## config.mk

```make
export PLATFORM = sky130hd
export DESIGN_NAME = operand_stage
export DESIGN_NICKNAME = d
export VERILOG_FILES = /design/src/rtl/operand_stage.sv
export SDC_FILE = /design/constraint.sdc
export NUM_CORES = 1
export LEC_CHECK = 0
export BUFFER_PORTS_ARGS = -buffer_cell sky130_fd_sc_hd__buf_2
export CAP_MARGIN = 20
export CORE_ASPECT_RATIO = 0.6
export CORE_UTILIZATION = 45
export DETAILED_ROUTE_END_ITERATION = 16
export GPL_TIMING_DRIVEN = 0
export PLACE_DENSITY = 0.95
export SETUP_SLACK_MARGIN = 0.5
export SYNTH_ARGS = -nofsm -noshare
export SYNTH_HDL_FRONTEND = slang
export SYNTH_SLANG_ARGS = --single-unit
```

## constraint.sdc

```tcl
create_clock -name clk -period 3.9 [get_ports clk]
set_input_delay 0 -clock clk [delete_from_list [all_inputs] [get_ports clk]]
set_output_delay 0 -clock clk [all_outputs]
set_load 0.02 [all_outputs]
```

## src/rtl/operand_stage.sv

```systemverilog
// Operand select stage: registers an extended immediate or one of NSRC sources.
// Define OPERAND_STAGE_SKID_EN for a registered in_rdy with a second (skid) entry.
module operand_stage #(
  parameter int WIDTH = 32,
  parameter int NSRC  = 4,
  parameter int IMM_W = 16,
  localparam int SW   = (NSRC > 1) ? $clog2(NSRC) : 1
) (
  input  logic                  clk,
  input  logic                  rst,
  input  logic                  in_vld,
  output logic                  in_rdy,
  input  logic [SW-1:0]         sel,
  input  logic                  is_imm,
  input  logic                  imm_sext,
  input  logic [IMM_W-1:0]      imm,
  input  logic [NSRC*WIDTH-1:0] src_din,
  input  logic [NSRC-1:0]       src_vld,
  output logic                  out_vld,
  input  logic                  out_rdy,
  output logic [WIDTH-1:0]      op1,
  output logic [15:0]           stall_cnt
);

  logic [WIDTH-1:0] imm_ext_s;
  logic [WIDTH-1:0] src_val_s;
  logic             src_ok_s;
  logic [WIDTH-1:0] opnd_s;
  logic             opnd_ok_s;
  logic             acc_s;
  logic             xfer_s;
  logic             out_vld_n_s;
  logic [WIDTH-1:0] op1_n_s;
  logic [15:0]      stall_n_s;
  logic             out_vld_r;
  logic [WIDTH-1:0] op1_r;
  logic [15:0]      stall_r;
`ifdef OPERAND_STAGE_SKID_EN
  logic             skid_vld_n_s;
  logic [WIDTH-1:0] skid_n_s;
  logic             skid_vld_r;
  logic [WIDTH-1:0] skid_r;
  logic             rdy_r;
`endif

  // Operand lookup; an out-of-range index reads as zero and is always available.
  always_comb begin
    imm_ext_s            = {WIDTH{imm_sext & imm[IMM_W-1]}};
    imm_ext_s[IMM_W-1:0] = imm;
    src_val_s            = {WIDTH{1'b0}};
    src_ok_s             = 1'b1;
    for (int k = 0; k < NSRC; k++) begin
      src_val_s = (int'(sel) == k) ? src_din[k*WIDTH +: WIDTH] : src_val_s;
      src_ok_s  = (int'(sel) == k) ? src_vld[k] : src_ok_s;
    end
    opnd_s    = is_imm ? imm_ext_s : src_val_s;
    opnd_ok_s = is_imm | src_ok_s;
  end

`ifdef OPERAND_STAGE_SKID_EN
  assign in_rdy = rdy_r & ~rst;
`else
  assign in_rdy = ~rst & (~out_vld_r | out_rdy);
`endif

  // Next-state for the output register, skid entry and stall counter.
  always_comb begin
    acc_s       = in_vld & in_rdy & opnd_ok_s;
    xfer_s      = out_vld_r & out_rdy;
    out_vld_n_s = out_vld_r;
    op1_n_s     = op1_r;
`ifdef OPERAND_STAGE_SKID_EN
    skid_vld_n_s = skid_vld_r;
    skid_n_s     = skid_r;
    if (skid_vld_r) begin
      if (xfer_s) begin
        op1_n_s      = skid_r;
        skid_vld_n_s = 1'b0;
      end else begin
        op1_n_s = op1_r;
      end
    end else if (acc_s) begin
      // A blocked output register diverts the new operand into the skid entry.
      if (~out_vld_r | out_rdy) begin
        op1_n_s     = opnd_s;
        out_vld_n_s = 1'b1;
      end else begin
        skid_n_s     = opnd_s;
        skid_vld_n_s = 1'b1;
      end
    end else if (xfer_s) begin
      out_vld_n_s = 1'b0;
    end else begin
      out_vld_n_s = out_vld_r;
    end
`else
    if (acc_s) begin
      op1_n_s     = opnd_s;
      out_vld_n_s = 1'b1;
    end else if (xfer_s) begin
      out_vld_n_s = 1'b0;
    end else begin
      out_vld_n_s = out_vld_r;
    end
`endif
    if (in_vld & in_rdy & ~opnd_ok_s & (stall_r != 16'hFFFF)) begin
      stall_n_s = stall_r + 16'd1;
    end else begin
      stall_n_s = stall_r;
    end
  end

  // State registers; reset discards any held operand without a transfer.
  always_ff @(posedge clk) begin
    if (rst) begin
      out_vld_r  <= 1'b0;
      op1_r      <= {WIDTH{1'b0}};
      stall_r    <= 16'h0000;
`ifdef OPERAND_STAGE_SKID_EN
      skid_vld_r <= 1'b0;
      skid_r     <= {WIDTH{1'b0}};
      rdy_r      <= 1'b1;
`endif
    end else begin
      out_vld_r  <= out_vld_n_s;
      op1_r      <= op1_n_s;
      stall_r    <= stall_n_s;
`ifdef OPERAND_STAGE_SKID_EN
      skid_vld_r <= skid_vld_n_s;
      skid_r     <= skid_n_s;
      rdy_r      <= ~skid_vld_n_s;
`endif
    end
  end

  assign out_vld   = out_vld_r;
  assign op1       = op1_r;
  assign stall_cnt = stall_r;

endmodule

```

# ---- After elaboration in Yosys (flattened, before gate mapping)
# Cells that the tools add are included.
dict set report classes {
  n_addsub 1
  n_mul 0
  div_mod_pow 0
  magnitude_cmp 0
  n_eq_ne 4
  n_shift 0
  n_mux 11
  bitwise 12
  n_reduce_logical 2
}
# operator n
set ops {}
lappend ops {{$mux W32} 5}
lappend ops {{$add A16 B1 Y16 const B} 1}
lappend ops {{$ne A16 B16 Y1 const B} 1}
lappend ops {{$and A1 B1 Y1} 7}
lappend ops {{$mux W1} 6}
lappend ops {{$eq A2 B2 Y1 const B} 2}
lappend ops {{$not A1 Y1} 3}
lappend ops {{$eq A2 B1 Y1 const B} 1}
lappend ops {{$logic_not A2 Y1} 1}
lappend ops {{$or A1 B1 Y1} 2}
lappend ops {{$reduce_bool A2 Y1} 1}
dict set report totals {
  reg_bits 49
  latchBits 0
  ramBits 0
  rom_bits 0
  input_bits 156
  out_inout_bits 50
  elab_cells 33
  memories 0
}

# ---- Longest topological paths before layout
# Gate-level depths: netlist of the first run.
dict set report depth {
  ltp_word 9
  ltp_mapped 9
  mapped_depth_nobuf 6
}

# ---- Least setup slack after synthesis of the first run
# OpenSTA, ideal clock, no wires.
dict set report synth_timing {
  path_kind {register to register}
  start {register stall_r[0] (netlist: stall_cnt[0])}
  end {register stall_r[9] (netlist: stall_cnt[9])}
  setup_time_ns 0.121
  t_arrival_ns 2.060
  required_ns 3.779
  setup_slack_ns 1.719
  path_stages_with_launch 8
  n_path_buf 1
  synth_period_minus_slack_ns 2.181
  path_cell_list {dfxtp_1 -> ha_1 -> nand3_1 -> or4_1 -> and3_1 -> buf_6 -> and3_4 -> mux2_4}
}
dict set report synth_via {
  elab_chain_cells 2
  elab_cells_between_ends 3
  cone_classes {1 x add/sub; 1 x eq/ne; 1 x bitwise}
}
# item line
set synth_rtl {}
lappend synth_rtl {{start, declared} 37} ;# logic [15:0] stall_r;
lappend synth_rtl {{start signal, assigned} 127} ;# stall_r <= stall_n_s;
lappend synth_rtl {{branches (longest 2 deep; another with $add A16 B1 Y16)} -}
# Several ways; the timed one is not identified.
# A chain may end at the register's enable or synchronous reset.

# ---- Worst setup path in the final report of the first run
dict set report layout_timing {
  start {register out_vld_r (netlist: out_vld)}
  end {register op1_r[28] (netlist: op1[28])}
}
dict set report layout_via {
  elab_chain_cells 5
}
# item line
set layout_rtl {}
lappend layout_rtl {{start, declared} 35} ;# logic out_vld_r;
lappend layout_rtl {{start signal, assigned} 125} ;# out_vld_r <= out_vld_n_s;
lappend layout_rtl {{$not A1 Y1} 63} ;# assign in_rdy = ~rst & (~out_vld_r | out_rdy);
lappend layout_rtl {{$or A1 B1 Y1} 63}
lappend layout_rtl {{$and A1 B1 Y1} 63}
lappend layout_rtl {{$and A1 B1 Y1 (2 in a row)} 68} ;# acc_s = in_vld & in_rdy & opnd_ok_s;
lappend layout_rtl {{end signal, assigned} 117} ;# op1_r <= {WIDTH{1'b0}};
lappend layout_rtl {{end signal, assigned} 126} ;# op1_r <= op1_n_s;
lappend layout_rtl {{end, declared} 36} ;# logic [WIDTH-1:0] op1_r;
# No other way between the ends.

==> summary.md, run 1 <==
| Metric | Value |
|---|---|
| IO Count | approximately 210 |
| Yosys Warn Count | 0 |
| CTS Root Buffer Type | sky130_fd_sc_hd__clkbuf_8 |
| Vias per cell | between 5 and 6 |
| TritonCTS clock tree | done |
| Crit Path Class | flop to flop |
| Area taken by multi-input logic gates | roughly 1900 µm² |
| Largest net degree at the start of global routing | 15 |
| Clock-pin slew on the worst setup and hold paths | roughly 90 ps |
| Most instantiated flip-flop cell in the synthesis netlist | sky130_fd_sc_hd__dfxtp_1 |
| Detailed-route DRC error count | 0 |
| GR Overflow Total | 0 |
| Mux cell area share after synthesis | 0.3187 |
| Avg Synthesized Cell Area | a little over 10 µm² |
| Die boundary width | 106.9 µm |
| Die Footprint | between 6000 and 7000 µm² |
| Outcome | finished, final reports clean |
| Slew margin rel. | 0.4119 |
| Adder and majority gate portion of the synthesized area | 0.004211 |
| Number of buffers between clock root and the deepest sink | 2 |
| Routed Antenna Nets | 0 |
| Total leakage power | around 2 nW |
| Total Routing Usage GR | 0.2882 |
| Vertical die dimension | around 65 µm |
| Library cell occupying the most area in the post-synthesis netlist | sky130_fd_sc_hd__dfxtp_1 |
| RePlAce Congestion | a little under 0.9 |
| Fillers | between 500 and 600 |
| Category of the worst setup path launch point | flop |
| Maximum clock frequency | 427.5 MHz |
| Critical path data arrival time | between 2000 and 3000 ps |
| Synthesized cell area | around 3000 µm² |
| Sum of negative setup slack | 0 ps |
| Number of DRC violations after detailed-routing iteration 0 | around 230 |
| Final-report max-slew violation count | 0 |
| DRT Wirelength | a little under 10000 µm |
| Signed area change from the synthesized netlist to the final layout | 42.32% |
| XOR/XNOR Fraction of Synth Area | 0.01179 |
| Row cnt | 22 |
| Number of iterations in the first detailed-routing pass | 5 |
| Number of hold violations in the final report | 0 |
| Sum of net half-perimeters after detailed placement | about 7900 µm |
| VDD IR max | between 150 and 200 µV |
| Area taken by flip-flops and latches | between 900 and 1000 µm² |
| Initial cell density of the core | 0.4756 |
| Worst hold margin | around 0.45 ps |
| Synth Register Bits | about 50 |
| Synthesized netlist cell count | approximately 290 |
| Worst Reg-to-Reg Cells | 7 |
| Layout cell share with drive strength beyond 1 | 0.4970 |
| Antenna violations before repair | 0 |
| Kind of path behind the tightest hold check | input pin to flop |
| Slew at the pin closest to its max-slew limit | between 800 and 900 ps |
| Count of cell types in the netlist | 37 |
| Critical Path End Type | flop |
| Number of endpoints failing setup at the final stage | 0 |
| Depth of the worst hold-timing path | 3 |
| Htree depth | 2 |
| Hold path endpoint | op1[5] |
| Via count of the first global-routing pass | between 3000 and 4000 |
| Worst r2r dst | op1[28] |
| Compound-cell area share of the yosys netlist | 0.1541 |
| Simple-gate area share of the yosys netlist | 0.1394 |
| Via count | approximately 3300 |
| Clock Latency Late Sink | approximately 300 ps |
| Post-route minimum period | 2339 ps |
| Maximum capacitance violations | 0 |
| Global-route wire length before repair | between 15000 and 20000 µm |
| Post-layout nets | roughly 660 |
| Final critical-path share of the clock period | 0.5998 |
| Diode count | 0 |
| Setup slack, reg-to-reg | between 1500 and 2000 ps |
| Dominant combinational cell family by area after synthesis | multiplexers |
| PD cells | 291.0 nW/µm² |
| Clock buffers created by TritonCTS | 5 |
| Nets in the synthesized netlist | 450 |
| Start point of the worst hold path | imm[5] |
| Final setup skew | 2.356 ps |
| Worst reg2reg startpoint | out_vld |
| Post-DR wirelength/cell | approximately 17 µm |
| Top area cells in the synthesized netlist | sky130_fd_sc_hd__dfxtp_1 33%, sky130_fd_sc_hd__mux4_2 24%, sky130_fd_sc_hd__mux2i_1 6.7% |
| Worst path required time | about 4100 ps |
| Setup repair after global routing missed its margin | no |
| Share of the yosys chip area belonging to registers | 0.3301 |
| Clock sink count | between 40 and 50 |
| Number of enable flip-flop cells after synthesis | 0 |
| Core Footprint | between 6000 and 7000 µm² |
| Highest fanout seen on the critical path | 10 |
| Proportion of netlist area held by the largest area contributor | 0.3301 |
| Count of port buffers added during placement | ~200 |
| Fraction of synthesis flops using an asynchronous set or reset pin | 0 |
-- where the power goes --
group / switching [W] / total, W / leakage (nW) / internal, W
combinational: 0.000152 / 0.000312 / 1.55 / 0.000160
sequential: 0.0000130 / 0.000538 / 0.400 / 0.000525
clock: 0.000171 / 0.000380 / 0.0585 / 0.000209
total: 0.000336 / 0.00123 / 2.00 / 0.000895
-- stage by stage --
stage          worst slack, ps  total power (W)  utilization  instance area, µm²  std cells
6_report                  1561         0.001231       0.6768                4229        589
5_1_grt                   1345         0.001285       0.6768                4229        589
4_1_cts                   1594         0.001234       0.6768                4229        589
3_5_place_dp              1606        0.0008583       0.6534                4083        578
3_3_place_gp              1629        0.0008497       0.6534                4083        578
2_1_floorplan             1719        0.0007248            -                2972        293
-- cells by family after synthesis --
| group | Yosys count |
|---|---|
| and+or+nand+nor | 72 |
| buffers and inverters | 29 |
| xor gates and xnor gates | 4 |
| AOI/OAI and AO/OA | 84 |
| muxes | 54 |
| DFF | 49 |
| adders and majority gates | 1 |
-- cell usage in the layout (no fill, tap or decap), types with 4 or more instances in the layout --
master and instances:
sky130_fd_sc_hd__nor2_1 11, sky130_fd_sc_hd__or4_1 4, sky130_fd_sc_hd__nand2b_1 17, sky130_fd_sc_hd__mux2i_1 20, sky130_fd_sc_hd__mux4_2 32, sky130_fd_sc_hd__nand3_1 6, sky130_fd_sc_hd__clkbuf_8 6, sky130_fd_sc_hd__nand4_1 7
sky130_fd_sc_hd__a21oi_1 39, sky130_fd_sc_hd__nand2_1 11, sky130_fd_sc_hd__clkbuf_1 21, sky130_fd_sc_hd__dfxtp_1 49, sky130_fd_sc_hd__o21ai_0 34, sky130_fd_sc_hd__buf_2 207
-- worst max-delay path by stage --
stage	endpoint	slack [ps]	start	depth (start not counted)
2_1_floorplan	stall_cnt[9]	1720	stall_cnt[0]	7
3_3_place_gp	op1[30]	1630	out_vld	7
3_5_place_dp	op1[24]	1610	out_vld	7
4_1_cts	op1[28]	1590	out_vld	7
5_1_grt	op1[30]	1350	out_vld	7
6_report	op1[28]	1560	out_vld	7
-- flip-flops by register name, indices dropped and copies added (netlist names) --
name	cells
stall_cnt	16
op1	32
out_vld	1
-- metal layers --
| layer | up-vias | track usage | part of all wire |
|---|---|---|---|
| met3 | 11 | 0.06137 | 0.070 |
| li1 | 1542 | - | - |
| met4 | 0 | 0.07192 | 0.0089 |
| met1 | 1612 | 0.3677 | 0.44 |
| met5 | - | 0 | 0 |
| met2 | 162 | 0.5000 | 0.49 |
-- timing repair --
action | in CTS | in global routing
hold buffers | 3 | 0
setup buffers | 0 | 0
hold endpoints to repair | 3 | 0
resized for setup | 0 | 0
-- layout make-up --
cell class	instances	share of cell area
repair buffers	204	0.2450
inverters	2	0.001775
multi-input cells	215	0.4414
clock inverters	1	0.007101
flip-flops and latches	49	0.2320
plain buffers	27	0.02751
clock buffers	7	0.02041
well taps	84	0.02485
-- Yosys cell counts, types with 4 or more instances --
cell type	instances
sky130_fd_sc_hd__dfxtp_1	49
sky130_fd_sc_hd__a21oi_1	39
sky130_fd_sc_hd__o21ai_0	34
sky130_fd_sc_hd__mux4_2	32
sky130_fd_sc_hd__clkbuf_1	20
sky130_fd_sc_hd__mux2i_1	20
sky130_fd_sc_hd__nand2b_1	17
sky130_fd_sc_hd__nand2_1	11
sky130_fd_sc_hd__nor2_1	11
sky130_fd_sc_hd__nand4_1	7
sky130_fd_sc_hd__buf_2	6
sky130_fd_sc_hd__nand3_1	6
sky130_fd_sc_hd__or4_1	4
-- critical path: stages (launching register included) --
cell	delay [ps]
sky130_fd_sc_hd__dfxtp_1	320
sky130_fd_sc_hd__nand2b_1	160
sky130_fd_sc_hd__and3_1	180
sky130_fd_sc_hd__clkbuf_1	220
sky130_fd_sc_hd__nand2_1	100
sky130_fd_sc_hd__a31oi_1	670
sky130_fd_sc_hd__clkbuf_1	440
sky130_fd_sc_hd__a21oi_1	120
Power figures use the tool's default switching activity.
==> inputs of run 2 (changes only) <==
CORE_UTILIZATION = 42   (was 45)
PLACE_DENSITY = 0.9   (was 0.95)
clock period = 2.3 ns   (was 3.9 ns; I/O delays follow)
==> summary.md, run 2 (same netlist as run 1, synthesis figures left out) <==
| Metric | Value |
|---|---|
| Post-DR wirelength/cell | around 17 µm |
| Core Footprint | roughly 6800 µm² |
| Clock buffers created by TritonCTS | 5 |
| Via count | 3385 |
| Clock-pin slew on the worst setup and hold paths | around 70 ps |
| Post-route minimum period | between 1500 and 2000 ps |
| Signed area change from the synthesized netlist to the final layout | 51.92% |
| RePlAce Congestion | 0.8515 |
| Setup repair after global routing missed its margin | yes |
| Critical Path End Type | flop |
| Kind of path behind the tightest hold check | input pin to flop |
| Slew at the pin closest to its max-slew limit | around 710 ps |
| Number of DRC violations after detailed-routing iteration 0 | 153 |
| Clock sink count | 49 |
| Critical path data arrival time | 2120 ps |
| Die Footprint | ~7400 µm² |
| Setup slack, reg-to-reg | roughly 360 ps |
| Flip-flop count of the largest register, all copies and words added | 32 |
| Largest net degree at the start of global routing | 17 |
| Maximum clock frequency | between 500 and 600 MHz |
| Total Routing Usage GR | 0.2736 |
| PD cells | ~510 nW/µm² |
| Most common cell after layout, fill and taps aside | sky130_fd_sc_hd__buf_2 |
| Crit Path Class | flop to flop |
| Total instance count after detailed placement | 581 |
| Htree depth | 2 |
| Clock Latency Late Sink | between 200 and 300 ps |
| VDD IR max | 374.2 µV |
| Final critical-path share of the clock period | 0.8439 |
| Detailed-route DRC error count | 0 |
| Initial cell density of the core | 0.4394 |
| Sum of net half-perimeters after detailed placement | ~8000 µm |
| Category of the worst setup path launch point | flop |
| Vertical die dimension | about 67 µm |
| Final-report max-slew violation count | 0 |
| Die boundary width | about 110 µm |
| Highest fanout seen on the critical path | 5 |
| Count of port buffers added during placement | 201 |
| CTS Root Buffer Type | sky130_fd_sc_hd__clkbuf_16 |
| Total leakage power | about 2.1 nW |
| Worst hold margin | 17.87 ps |
| Post-route insts no fill | ~610 |
| GR Overflow Total | 0 |
| Routed Antenna Nets | 0 |
| Global-route wire length before repair | ~16000 µm |
| Via count of the first global-routing pass | between 3000 and 4000 |
| DRT Wirelength | 10510 µm |
| Post-layout instance area | ~4500 µm² |
| Sum of negative setup slack | 0 ps |
| Row cnt | 23 |
| Placed cell areas | 4128 µm² |
| Layout cell share with drive strength beyond 1 | 0.5703 |
| Post-layout nets | ~680 |
| IO Count | about 210 |
| Outcome | finished, final reports clean |
| Post-CTS Hold Buffers | 0 |
| TritonCTS clock tree | done |
| Vias per cell | approximately 5.6 |
| Slew margin rel. | 0.5242 |
| Antenna violations before repair | 0 |
| Number of iterations in the first detailed-routing pass | 4 |
| Diode count | 0 |
| Number of hold violations in the final report | 0 |
| Power consumption | approximately 0.0023 W |
| Commonest cells after routing, fill and taps aside | 207 x sky130_fd_sc_hd__buf_2, 39 x sky130_fd_sc_hd__a21oi_1, 34 x sky130_fd_sc_hd__dfxtp_1 |
| Number of endpoints failing setup at the final stage | 0 |
| Worst path required time | around 2500 ps |
| Fillers | between 500 and 600 |
| Number of buffers between clock root and the deepest sink | 2 |
| Maximum capacitance violations | 0 |
| Final setup skew | 7.791 ps |
run 2: changes by cell type in the layout (fill, tap and decap cells not counted), moves of 5 or more:
| cell | delta |
|---|---|
| sky130_fd_sc_hd__dfxtp_2 | +7 |
| sky130_fd_sc_hd__dfxtp_1 | -15 |
| sky130_fd_sc_hd__clkbuf_1 | -6 |
| sky130_fd_sc_hd__buf_4 | +17 |
| sky130_fd_sc_hd__dfxtp_4 | +8 |
| sky130_fd_sc_hd__clkbuf_16 | +5 |
| sky130_fd_sc_hd__clkbuf_8 | -6 |
run 2: area by class of cell:
type                            instances  area, µm²  area share
Sequential cell                        49       1020      0.2259
Multi-Input combinational cell        215       1929      0.4274
Buffer                                 27      131.4     0.02910
Tap cell                               87      108.9     0.02411
Inverter                                2      7.507    0.001663
Clock buffer                            5      125.1     0.02772
Timing Repair Buffer                  218       1146      0.2539
Clock inverter                          3      46.29     0.01025
run 2: per-layer routing:
layer | up-vias | routed length (µm) | track usage
met1 | 1625 | 4244 | 0.3235
met4 | 0 | 161 | 0.09000
met5 | - | 0 | 0
met3 | 15 | 719 | 0.05745
met2 | 170 | 5387 | 0.5093
li1 | 1575 | - | -
run 2: final timing paths:
| path | cells after the start | end | startpoint |
|---|---|---|---|
| worst max-delay path | 7 | stall_cnt[9] | stall_cnt[1] |
| worst min-delay path | 3 | op1[2] | imm[2] |
| worst max register to register | 7 | stall_cnt[9] | stall_cnt[1] |
| worst min register to register | 2 | stall_cnt[8] | stall_cnt[8] |
run 2: critical path: stages (launching register included):
cell	delay (ps)
sky130_fd_sc_hd__dfxtp_4	370
sky130_fd_sc_hd__ha_4	140
sky130_fd_sc_hd__nand3_2	110
sky130_fd_sc_hd__or4_4	450
sky130_fd_sc_hd__and3_4	190
sky130_fd_sc_hd__buf_6	130
sky130_fd_sc_hd__and3_4	180
sky130_fd_sc_hd__mux2_4	280
run 2: per-stage QoR:
stage | utilization | setup WS, ps
floorplan | - | 351.4
global placement | 0.6104 | 142.5
detailed placement | 0.6104 | 70.48
CTS | 0.6559 | 407.6
global route | 0.6675 | 340.4
finish | 0.6675 | 359.1
run 2: report_power, final:
group / switching, W / internal [W]
logic: 0.000266 / 0.000279
clock network: 0.000337 / 0.000515
registers: 0.0000201 / 0.000882
total: 0.000624 / 0.00168
run 2: timing repair:
item,4_1_cts,5_1_grt
setup endpoints to repair,22,10
resized for setup,15,11
endpoints found under the hold margin,0,0
setup buffers,12,5
pin swaps,3,1
